===== src/rtl/mem_pkg.sv =====
// rtl/mem_pkg.sv - shared types and constants for the SRAM request arbiter
//
// Purpose: FSM state encoding, port-owner codes, default widths and the
// active-low byte-enable patterns used by sram_req_arbiter and sram_arb_pick.
// Ports: none (package).
package mem_pkg;

  localparam int ADDR_W_DFLT = 24;
  localparam int DATA_W_DFLT = 32;

  typedef enum logic [1:0] {
    IDLE  = 2'd0,
    ISSUE = 2'd1,
    WAIT  = 2'd2
  } arb_state_e;

  localparam logic OWN_IF = 1'b0;
  localparam logic OWN_LS = 1'b1;

  localparam logic [3:0] BE_ALL_N  = 4'b0000;
  localparam logic [3:0] BE_NONE_N = 4'hF;

endpackage


===== src/rtl/sram_arb_pick.sv =====
// rtl/sram_arb_pick.sv - winner selection between fetch and load/store ports
//
// Purpose: combinational choice of which port wins arbitration this cycle.
// Build option SRAM_ARB_RR_EN: round-robin on ties using a last-grant register
// (resets to fetch, so load/store wins the first tie). Without it, load/store
// has fixed priority and no register exists.
// Ports:
//   clk_i, rst_i  clock and asynchronous active-low reset (round-robin only)
//   if_req_i      fetch request
//   ls_req_i      load/store request
//   take_i        arbitration is being accepted this cycle
//   winner_o      OWN_IF / OWN_LS
module sram_arb_pick
  import mem_pkg::*;
(
  input  logic clk_i,
  input  logic rst_i,
  input  logic if_req_i,
  input  logic ls_req_i,
  input  logic take_i,
  output logic winner_o
);

`ifdef SRAM_ARB_RR_EN
  logic last_q;

  always_ff @(posedge clk_i or negedge rst_i) begin
    if (!rst_i) begin
      last_q <= OWN_IF;
    end else if (take_i) begin
      last_q <= winner_o;
    end
  end

  // On a tie the port that did not win last time goes next.
  always_comb begin
    winner_o = ls_req_i ? OWN_LS : OWN_IF;
    if (if_req_i && ls_req_i) begin
      winner_o = (last_q == OWN_IF) ? OWN_LS : OWN_IF;
    end
  end
`else
  logic unused_rr;
  assign unused_rr = clk_i ^ rst_i ^ take_i ^ if_req_i;

  always_comb begin
    winner_o = ls_req_i ? OWN_LS : OWN_IF;
  end
`endif

endmodule


===== src/rtl/sram_req_arbiter.sv =====
// rtl/sram_req_arbiter.sv - two-port request arbiter in front of the SRAM controller
//
// Purpose: merges the instruction-fetch port (read only) and the load/store
// port onto the controller start/rw/addr/data handshake, one access in flight,
// and routes read data / write completion back to the owning port.
// Build option SRAM_ARB_RR_EN selects round-robin instead of load/store priority.
// Ports:
//   clk_i, rst_i                   clock, asynchronous active-low reset
//   if_req_i/if_addr_i             fetch request; if_gnt_o, if_rvalid_o back
//   ls_req_i/ls_we_i/ls_addr_i/
//   ls_wdata_i/ls_be_n_i           load/store request; ls_gnt_o, ls_rvalid_o,
//                                  ls_wdone_o back
//   rdata_o                        registered read data
//   start_o/rw_o/addr_o/wdata_o/
//   be_n_o                         controller command (all registered)
//   rdata_i/r_ready_i/w_finish_i/
//   busy_i                         controller responses and status
module sram_req_arbiter
  import mem_pkg::*;
#(
  parameter int ADDR_W = ADDR_W_DFLT,
  parameter int DATA_W = DATA_W_DFLT
) (
  input  logic              clk_i,
  input  logic              rst_i,
  input  logic              if_req_i,
  input  logic [ADDR_W-1:0] if_addr_i,
  output logic              if_gnt_o,
  output logic              if_rvalid_o,
  input  logic              ls_req_i,
  input  logic              ls_we_i,
  input  logic [ADDR_W-1:0] ls_addr_i,
  input  logic [DATA_W-1:0] ls_wdata_i,
  input  logic [3:0]        ls_be_n_i,
  output logic              ls_gnt_o,
  output logic              ls_rvalid_o,
  output logic              ls_wdone_o,
  output logic [DATA_W-1:0] rdata_o,
  output logic              start_o,
  output logic              rw_o,
  output logic [ADDR_W-1:0] addr_o,
  output logic [DATA_W-1:0] wdata_o,
  output logic [3:0]        be_n_o,
  input  logic [DATA_W-1:0] rdata_i,
  input  logic              r_ready_i,
  input  logic              w_finish_i,
  input  logic              busy_i
);

  arb_state_e state_q, state_d;
  logic       owner_q;
  logic       winner;
  logic       accept;
  logic       done;

  assign accept = (state_q == IDLE) && (if_req_i || ls_req_i) && !busy_i;
  // Only the response matching the pending direction ends the access.
  assign done   = rw_o ? r_ready_i : w_finish_i;

  sram_arb_pick u_pick (
    .clk_i    (clk_i),
    .rst_i    (rst_i),
    .if_req_i (if_req_i),
    .ls_req_i (ls_req_i),
    .take_i   (accept),
    .winner_o (winner)
  );

  always_ff @(posedge clk_i or negedge rst_i) begin
    if (!rst_i) begin
      state_q <= IDLE;
    end else begin
      state_q <= state_d;
    end
  end

  always_comb begin
    state_d = state_q;
    case (state_q)
      IDLE:    if (accept) state_d = ISSUE;
      ISSUE:   state_d = WAIT;
      WAIT:    if (done) state_d = IDLE;
      default: state_d = IDLE;
    endcase
  end

  // Start and grant are decoded from registered state only.
  always_comb begin
    start_o  = (state_q == ISSUE);
    if_gnt_o = (state_q == ISSUE) && (owner_q == OWN_IF);
    ls_gnt_o = (state_q == ISSUE) && (owner_q == OWN_LS);
  end

  always_ff @(posedge clk_i or negedge rst_i) begin
    if (!rst_i) begin
      owner_q     <= OWN_IF;
      rw_o        <= 1'b1;
      addr_o      <= '0;
      wdata_o     <= '0;
      be_n_o      <= BE_NONE_N;
      rdata_o     <= '0;
      if_rvalid_o <= 1'b0;
      ls_rvalid_o <= 1'b0;
      ls_wdone_o  <= 1'b0;
    end else begin
      if_rvalid_o <= 1'b0;
      ls_rvalid_o <= 1'b0;
      ls_wdone_o  <= 1'b0;
      if (accept) begin
        owner_q <= winner;
        if (winner == OWN_LS) begin
          rw_o    <= ~ls_we_i;
          addr_o  <= ls_addr_i;
          wdata_o <= ls_wdata_i;
          be_n_o  <= ls_be_n_i;
        end else begin
          rw_o    <= 1'b1;
          addr_o  <= if_addr_i;
          wdata_o <= '0;
          be_n_o  <= BE_ALL_N;
        end
      end
      if ((state_q == WAIT) && done) begin
        if (rw_o) begin
          rdata_o <= rdata_i;
          if (owner_q == OWN_IF) begin
            if_rvalid_o <= 1'b1;
          end else begin
            ls_rvalid_o <= 1'b1;
          end
        end else begin
          ls_wdone_o <= 1'b1;
        end
      end
    end
  end

endmodule


===== config.mk =====
export PLATFORM = sky130hd
export DESIGN_NAME = sram_req_arbiter
export DESIGN_NICKNAME = d
export VERILOG_FILES = /design/src/rtl/mem_pkg.sv /design/src/rtl/sram_arb_pick.sv /design/src/rtl/sram_req_arbiter.sv
export SDC_FILE = /design/constraint.sdc
export NUM_CORES = 1
export LEC_CHECK = 0
export ABC_AREA = 0
export BUFFER_PORTS_ARGS = -buffer_cell sky130_fd_sc_hd__buf_2
export CELL_PAD_IN_SITES_DETAIL_PLACEMENT = 1
export CELL_PAD_IN_SITES_GLOBAL_PLACEMENT = 1
export CORE_UTILIZATION = 25
export DETAILED_ROUTE_END_ITERATION = 6
export PLACE_DENSITY = 0.6
export REMOVE_ABC_BUFFERS = 1
export SLEW_MARGIN = 30
export SYNTH_ARGS = -nofsm -noshare
export SYNTH_HDL_FRONTEND = slang
export SYNTH_SLANG_ARGS = --single-unit

===== constraint.sdc =====
create_clock -name clk_i -period 1.4 [get_ports clk_i]
set_input_delay 0.21 -clock clk_i [delete_from_list [all_inputs] [get_ports clk_i]]
set_output_delay 0.21 -clock clk_i [all_outputs]
set_load 0.02 [all_outputs]

* Word level (Yosys, flattened, before mapping)
Index checks and enable logic that the tools add are counted.
** Word-level totals
- Flip-flop bits (word level) :: 99
- Input port bits :: 124
- Word-level logic and storage cells :: 43
** Operators by class
- Equal/unequal tests :: 4
- Mux-type cells :: 17
- Bitwise logic cells :: 2
- Reductions and logical operators :: 10
** Operator list (count)
- $mux 32 :: 1
- $mux 24 :: 1
- $mux 1 :: 11
- $pmux 2 s3 :: 1
- $logic_and 1x1->1 :: 5
- $mux 2 :: 2
- $mux 4 :: 1
- $ne 2x2->1 const B :: 2
- $reduce_and 2->1 :: 2
- $eq 2x1->1 const B :: 1
- $eq 2x2->1 const B :: 1
- $logic_not 2->1 :: 1
- $not 1->1 :: 2
- $logic_not 1->1 :: 1
- $logic_or 1x1->1 :: 1

* Longest topological paths before layout
Gate-level depths: netlist of run 1.
- Depth in word-level cells :: 5
- Mapped depth :: 6
- Depth with buffers taken out :: 3

* Modules after synthesis
Synthesis of run 1 repeated with hierarchy kept, for this count alone.
** Second synthesis, totals
- Cells, all modules :: 324
- Area, all modules :: 4291.6 um^2
** Modules (own cells, without submodules)
- sram_req_arbiter :: times used 1, cells an instance 323, area each 4284.1 um^2, seq. area each 2483.6 um^2
- sram_arb_pick :: times used 1, cells an instance 1, area each 7.5 um^2, seq. area each 0.0 um^2

* Worst setup path after synthesis of run 1
Ideal clock, no wire load.
- Path kind :: reg-to-reg
- Start :: register state_q[1]
- End :: register addr_o[0]
- Setup time :: 125 ps
- Arrival time :: 1327 ps
- Data required time :: 1275 ps
- Path slack :: -52 ps
- Stages on the path, launching flop included :: 5
- Cells stage by stage :: dfrtp_1 -> nor4_2 -> buf_6 -> buf_12 -> mux2_4
** Between the ends
- Word-level cells in the longest chain between the ends :: 3
** Ends and longest elaborated chain
- start, declared :: line sram_req_arbiter.sv:50 : arb_state_e state_q, state_d;
- start signal, assigned :: line sram_req_arbiter.sv:73 : state_q <= state_d;
- $logic_not 2->1 :: line sram_req_arbiter.sv:56 : assign accept = (state_q == IDLE) && (if_req_i || ls_req_i) && !busy_i;
- $logic_and 1x1->1 (2 in series) :: line sram_req_arbiter.sv:56
- end signal, assigned :: line sram_req_arbiter.sv:113 : addr_o <= ls_addr_i;
- end signal, assigned :: line sram_req_arbiter.sv:118 : addr_o <= if_addr_i;
- end, declared :: line sram_req_arbiter.sv:41 : output logic [ADDR_W-1:0] addr_o,
Every way passes these cells.
A chain may end at the register's enable or synchronous reset.

* Worst setup path in the final report of run 1
- Start :: register state_q[0]
- End :: register rdata_o[1]
** Between the ends
- Word-level cells in the longest chain between the ends :: 3
** Ends and longest elaborated chain
- $eq 2x2->1 :: line sram_req_arbiter.sv:123 : if ((state_q == WAIT) && done) begin
- $logic_and 1x1->1 :: line sram_req_arbiter.sv:123
- $reduce_and 2->1 (no line)
- end signal, assigned :: line sram_req_arbiter.sv:125 : rdata_o <= rdata_i;
- end, declared :: line sram_req_arbiter.sv:38 : output logic [DATA_W-1:0] rdata_o,
Every way passes these cells.

==> results of run 1 <==
[state kept, by name, summed over array words and instances (netlist names)]
register and cells:
owner_q 1, rw_o 1, addr_o 24, state_q 2, be_n_o 4, ls_rvalid_o 1, rdata_o 32, ls_wdone_o 1
if_rvalid_o 1, wdata_o 32
[metrics by stage]
stage          instances  TNS, ns
2_1_floorplan        305  -312.38
3_3_place_gp         773    -6.70
3_5_place_dp         773    -8.50
4_1_cts              802    -7.90
5_1_grt              808   -18.83
6_report             808   -10.15
[path summary, 6_finish.rpt]
path | from | endpoint | slack [ns] | cells past startpoint
worst max-delay path | state_q[0] | rdata_o[1] | -0.19 | 5
worst min-delay path | rdata_i[10] | rdata_o[10] | 0.09 | 2
worst max register to register | state_q[0] | rdata_o[1] | -0.19 | 5
worst min register to register | be_n_o[0] | be_n_o[0] | 0.48 | 2
max in group asynchronous | rst_i | be_n_o[0] | 0.51 | 3
min in group asynchronous | rst_i | wdata_o[23] | 0.29 | 2
[area by class of cell]
cell class,count,area (sq um)
Fill cell,1938,10700
Clock buffer,10,239
Tap cell,225,282
Multi-Input combinational cell,168,1650
Inverter,38,143
Sequential cell,99,2480
Timing Repair Buffer,262,1690
Clock inverter,6,65.1
[cell families after synthesis]
kind of cell / Yosys count / share of synthesized area (%)
flip-flops: 99 / 56.6
buffers and inverters: 55 / 7.08
AND/OR/NAND/NOR: 50 / 5.05
multiplexers: 118 / 31.2
[timing repair]
| item | CTS | global route |
|---|---|---|
| setup buffers | 9 | 3 |
| setup endpoints to repair | 90 | 96 |
| hold buffers | 1 | 0 |
| hold endpoints to repair | 17 | 0 |
| pin swaps | 3 | 2 |
| gates cloned | 3 | 4 |
| gates resized for setup | 24 | 14 |
[layout by cell type, fill, tap and decap left out]
cell,n
nor3b_1,1
mux2i_2,1
dfstp_2,5
nand2b_4,1
nand2_1,39
nand4b_4,1
clkbuf_8,1
clkinv_2,2
clkbuf_16,14
nor4_4,1
buf_16,1
dlygate4sd3_1,1
bufinv_16,1
clkinv_4,2
buf_2,218
buf_12,7
inv_2,1
inv_1,37
nand2b_1,1
mux2i_1,35
mux2_4,23
nor2_4,3
nand4b_1,1
nor2_2,1
mux2_2,59
clkinvlp_4,1
buf_8,2
buf_4,12
dfrtp_1,94
nor2_1,1
buf_6,16
[power by group]
part	switching (W)	internal (W)
sequential	0.000758	0.00426
clock	0.00110	0.00143
combinational	0.00355	0.00307
total	0.00541	0.00877
[layer usage]
metal,track usage (%),vias up
met5,0,-
li1,-,1562
met1,16.2,1615
met4,4.31,0
met2,24.9,139
met3,4.20,9
==> results.yml, run 1 <==
timing:
  final_max_slew_viol_count: 0
  skew_ns: 0.00392
  worst_slew_pin_slew_ns: 0.297
  final-hold-violation-count: 0
  period_needed_ns: 1.59
  rsz0062_at_grt: "true"
  setup_viol: 91
  relSlewSlack_pct: 80.2
  setup_slack_ns: -0.185
  fmax_mhz: 631
  final.period_utilization_pct: 113
  whs_ns: 0.0949
cells_and_area:
  synthToLayoutAreaGrowth_pct: 49.4
  layout-drive-gt1-share_pct: 64.0
  fin_nets: 702
  diodes: 0
  fin_util_pct: 38.0
  fin_area_sq_um: 6550
synth:
  ys_ff_latch: 99
  netlist_top_cells_count: "dfrtp_1 (94), mux2_2 (59), nand2_1 (39)"
  yosys.area.top_type_share_pct: 53.6
  yosysSeqAreaShare_pct: 56.6
  syn_area_sq_um: 4390
  async_flop_share_pct: 100
  synthDistinctLibCells: 18
  ys_top_cells_by_area: "dfrtp_1 (54%), mux2_2 (15%), mux2i_1 (8.2%)"
  yosysTopAreaCell: "dfrtp_1"
  synth_edf_count: 0
  syn_avg_cell_area_sq_um: 13.6
  yosys_warnings: 0
  post_synth_inst_count: 322
  ys.flop_type: "dfrtp_1"
  post-synth-top-count-cell: "dfrtp_1"
worst_setup_path:
  max_stage_delay_ns: 0.41
  criticalPathCategory: "reg2reg"
  crit_chain: "buf_4 -> buf_6 -> nand4b_4 -> clkbuf_16 -> mux2_2"
  start_kind: "register"
  cp_slowest_cell: "dfrtp_1"
  endpoint_kind: "register"
  cp_top_family: "buffers and inverters"
  worstPathMaxFanout: 8
  critPathRequiredTime_ns: 1.63
  crit_arrival_ns: 1.82
  crit_buf_inv: 3
place:
  post-place-ws_ns: -0.207
  dpl.hpwl_mm: 8.85
  port_buffers: 222
  place_area_sq_um: 5850
  gp_congestion: 0.698
floorplan:
  die_w_um: 134
  start_util_pct: 25.4
  die_h_um: 134
  num_rows: 48
  ioPinCount: 223
  dieArea_sq_um: 18100
  core_sq_um: 17200
power:
  power_density_nw_per_um2: 2160
  vdd_ir_drop_max_uv: 968
  leakagePower_nw: 3.36
  power_w: 0.0142
route:
  num_vias: 3325
  ant_nets: 0
  drt-initial-drc-count: 48
  routedWlPerCell_um: 15.6
  viasPerCell: 4.12
  wl_mm: 12.6
  firstDrtPassIters: 2
  wl_met2_mm: 6.47
  drc_errors: 0
  routed.top_layer: "met4"
  wl_met3_um: 881
  drt-met1-wl_mm: 5.14
status:
  status: "finished with violations"
  failed_checks: "negative setup slack"
clock_network:
  clkSinkCount: 99
  clkTransAtPathRegs_ns: 0.07
  root_buffer: "clkbuf_16"
  cts_buffers: 9
  htree_levels: 3
  clk_latency_ns: 0.34
  clock_path_buffers: 2
  cts_tree: "built"
global_routing:
  grt_max_degree: 51
  grt_pass1_vias: 3736
  grt_antenna_before_repair: 0
  grt_first_pass_wirelength_mm: 19.4
  grt.total_usage_pct: 14.1
  grt_overflow: 0
run:
  drv_cap: 0
worst_hold_path:
  hold_class: "in2reg"
Note: power is estimated with default switching activity, not from simulation.
==> run 2, diff against run 1 <==
--- a/config.mk
+++ b/config.mk
@@ -11,6 +11,7 @@
 export CELL_PAD_IN_SITES_GLOBAL_PLACEMENT = 1
 export CORE_UTILIZATION = 25
 export DETAILED_ROUTE_END_ITERATION = 6
+export MAX_ROUTING_LAYER = met4
 export PLACE_DENSITY = 0.6
 export REMOVE_ABC_BUFFERS = 1
 export SLEW_MARGIN = 30
==> constraint.sdc (replaced) <==
create_clock -name clk_i -period 1.4 [get_ports clk_i]
set_input_delay 0.21 -clock clk_i [delete_from_list [all_inputs] [get_ports clk_i]]
set_output_delay 0.21 -clock clk_i [all_outputs]
set_load 0.01 [all_outputs]
==> results.yml, run 2 (synthesis gave the netlist of run 1 again) <==
worst_setup_path:
  endpoint_kind: "register"
  max_stage_delay_ns: 0.41
  critPathRequiredTime_ns: 1.63
  worstPathMaxFanout: 8
  criticalPathCategory: "reg2reg"
  reg2reg_setup_slack_ns: -0.20
  cp_slowest_cell: "dfrtp_1"
  crit_chain: "buf_4 -> buf_6 -> nand4b_4 -> clkbuf_16 -> mux2_2"
  start_kind: "register"
  crit_arrival_ns: 1.83
global_routing:
  grt.total_usage_pct: 14.5
  grt_pass1_vias: 3750
  grt_overflow: 0
  grt_max_degree: 51
  grt_antenna_before_repair: 0
  grt_first_pass_wirelength_mm: 19.4
floorplan:
  die_w_um: 134
  num_rows: 48
  ioPinCount: 223
  start_util_pct: 25.4
  dieArea_sq_um: 18100
  die_h_um: 134
  core_sq_um: 17200
place:
  port_buffers: 222
  dpl.hpwl_mm: 8.85
  gp_congestion: 0.709
cells_and_area:
  fin_nets: 702
  multi_input_area_sq_um: 1650
  seqCellArea_sq_um: 2480
  final_common_cell: "buf_2"
  n_fill_cell: 1939
  layout_common_cells: "buf_2 (218), dfrtp_1 (94), mux2_2 (59)"
  largestRegisters: "rdata_o: 32 flops, wdata_o: 32 flops, addr_o: 24 flops"
  synthToLayoutAreaGrowth_pct: 49.4
  layout-drive-gt1-share_pct: 64.0
  diodes: 0
  fin_util_pct: 38.0
route:
  firstDrtPassIters: 2
  drc_errors: 0
  num_vias: 3343
  drt-initial-drc-count: 54
  viasPerCell: 4.14
  ant_nets: 0
  wl_mm: 12.7
  routedWlPerCell_um: 15.7
clock_network:
  cts_tree: "built"
  clock_path_buffers: 2
  cts_buffers: 9
  clk_latency_ns: 0.34
  htree_levels: 3
  clkTransAtPathRegs_ns: 0.07
  root_buffer: "clkbuf_16"
  clkSinkCount: 99
status:
  status: "finished with violations"
  failed_checks: "negative setup slack"
power:
  switchingPower_w: 0.00437
  power_frac_clock_pct: 19.3
  switching_share_pct: 33.3
  comb_power_share_pct: 42.4
  power.internal_w: 0.00875
  power_density_nw_per_um2: 2000
  vdd_ir_drop_max_uv: 921
  leakagePower_nw: 3.36
  seq_power_share_pct: 38.3
run:
  drv_cap: 0
timing:
  setup_viol: 91
  rsz0062_at_grt: "true"
  relSlewSlack_pct: 80.5
  period_needed_ns: 1.60
  setup_slack_ns: -0.196
  worst_slew_pin_slew_ns: 0.292
  final_max_slew_viol_count: 0
  whs_ns: 0.0943
  tns_ns: -10.64
  fmax_mhz: 626
  final-hold-violation-count: 0
  final.period_utilization_pct: 114
  skew_ns: 0.00395
worst_hold_path:
  hold_class: "in2reg"
run 2: cell counts in the layout (fill, tap and decap cells not counted):
Identical to the previous run, type by type.
run 2: critical path: cells and delay by family, from the launching register on:
kind / cells / cell delay, ns
multiplexers: 1 / 0.27
flip-flops: 1 / 0.41
AND/OR/NAND/NOR: 1 / 0.29
buffers and inverters: 3 / 0.52
run 2: layout make-up:
class,instances,area share [%]
well taps,225,4.30
repair buffers,262,25.9
clock buffers,10,3.65
inverters,38,2.18
clock inverters,6,0.993
flip-flops and latches,99,37.9
multi-input cells,168,25.1
run 2: per-stage QoR:
stage	instance area [sq um]	instances	setup WS, ns	power (W)
2_1_floorplan	4220	305	-4.87	0.00743
3_3_place_gp	5850	773	-0.148	0.00986
3_5_place_dp	5850	773	-0.207	0.0100
4_1_cts	6400	802	-0.164	0.0131
5_1_grt	6550	808	-0.263	0.0140
6_report	6550	808	-0.196	0.0131
run 2: power groups by stage:
stage | sequential, W | clock [W] | combinational [W]
floorplan | 0.00548 | 0 | 0.00195
global placement | 0.00501 | 0 | 0.00485
detailed placement | 0.00504 | 0 | 0.00500
CTS | 0.00504 | 0.00265 | 0.00545
global route | 0.00523 | 0.00275 | 0.00602
finish | 0.00503 | 0.00253 | 0.00557
run 2: path summary, 6_finish.rpt:
path                             start          end  depth (start not counted)
setup / recovery            state_q[0]  rdata_o[13]                          5
hold / removal             rdata_i[10]  rdata_o[10]                          2
setup reg to reg            state_q[0]  rdata_o[13]                          5
hold reg to reg              be_n_o[0]    be_n_o[0]                          2
max in group asynchronous        rst_i    be_n_o[0]                          3
min in group asynchronous        rst_i  wdata_o[23]                          2
run 2: routing by layer:
| layer | GRT usage [%] | wire (um) | share of wire [%] | vias up |
|---|---|---|---|---|
| met2 | 24.9 | 6480 | 51 | 139 |
| li1 | - | - | - | 1564 |
| met4 | 4.31 | 137 | 1.1 | 0 |
| met1 | 16.8 | 5290 | 42 | 1631 |
| met5 | - | 0 | 0 | - |
| met3 | 3.25 | 749 | 5.9 | 9 |
run 2: timing repair:
item,4_1_cts,5_1_grt
pin swaps,3,2
endpoints found under the setup margin,90,96
hold buffers,1,0
gates cloned,3,4
resized for setup,19,16
setup buffers,9,3
hold endpoints to repair,17,0
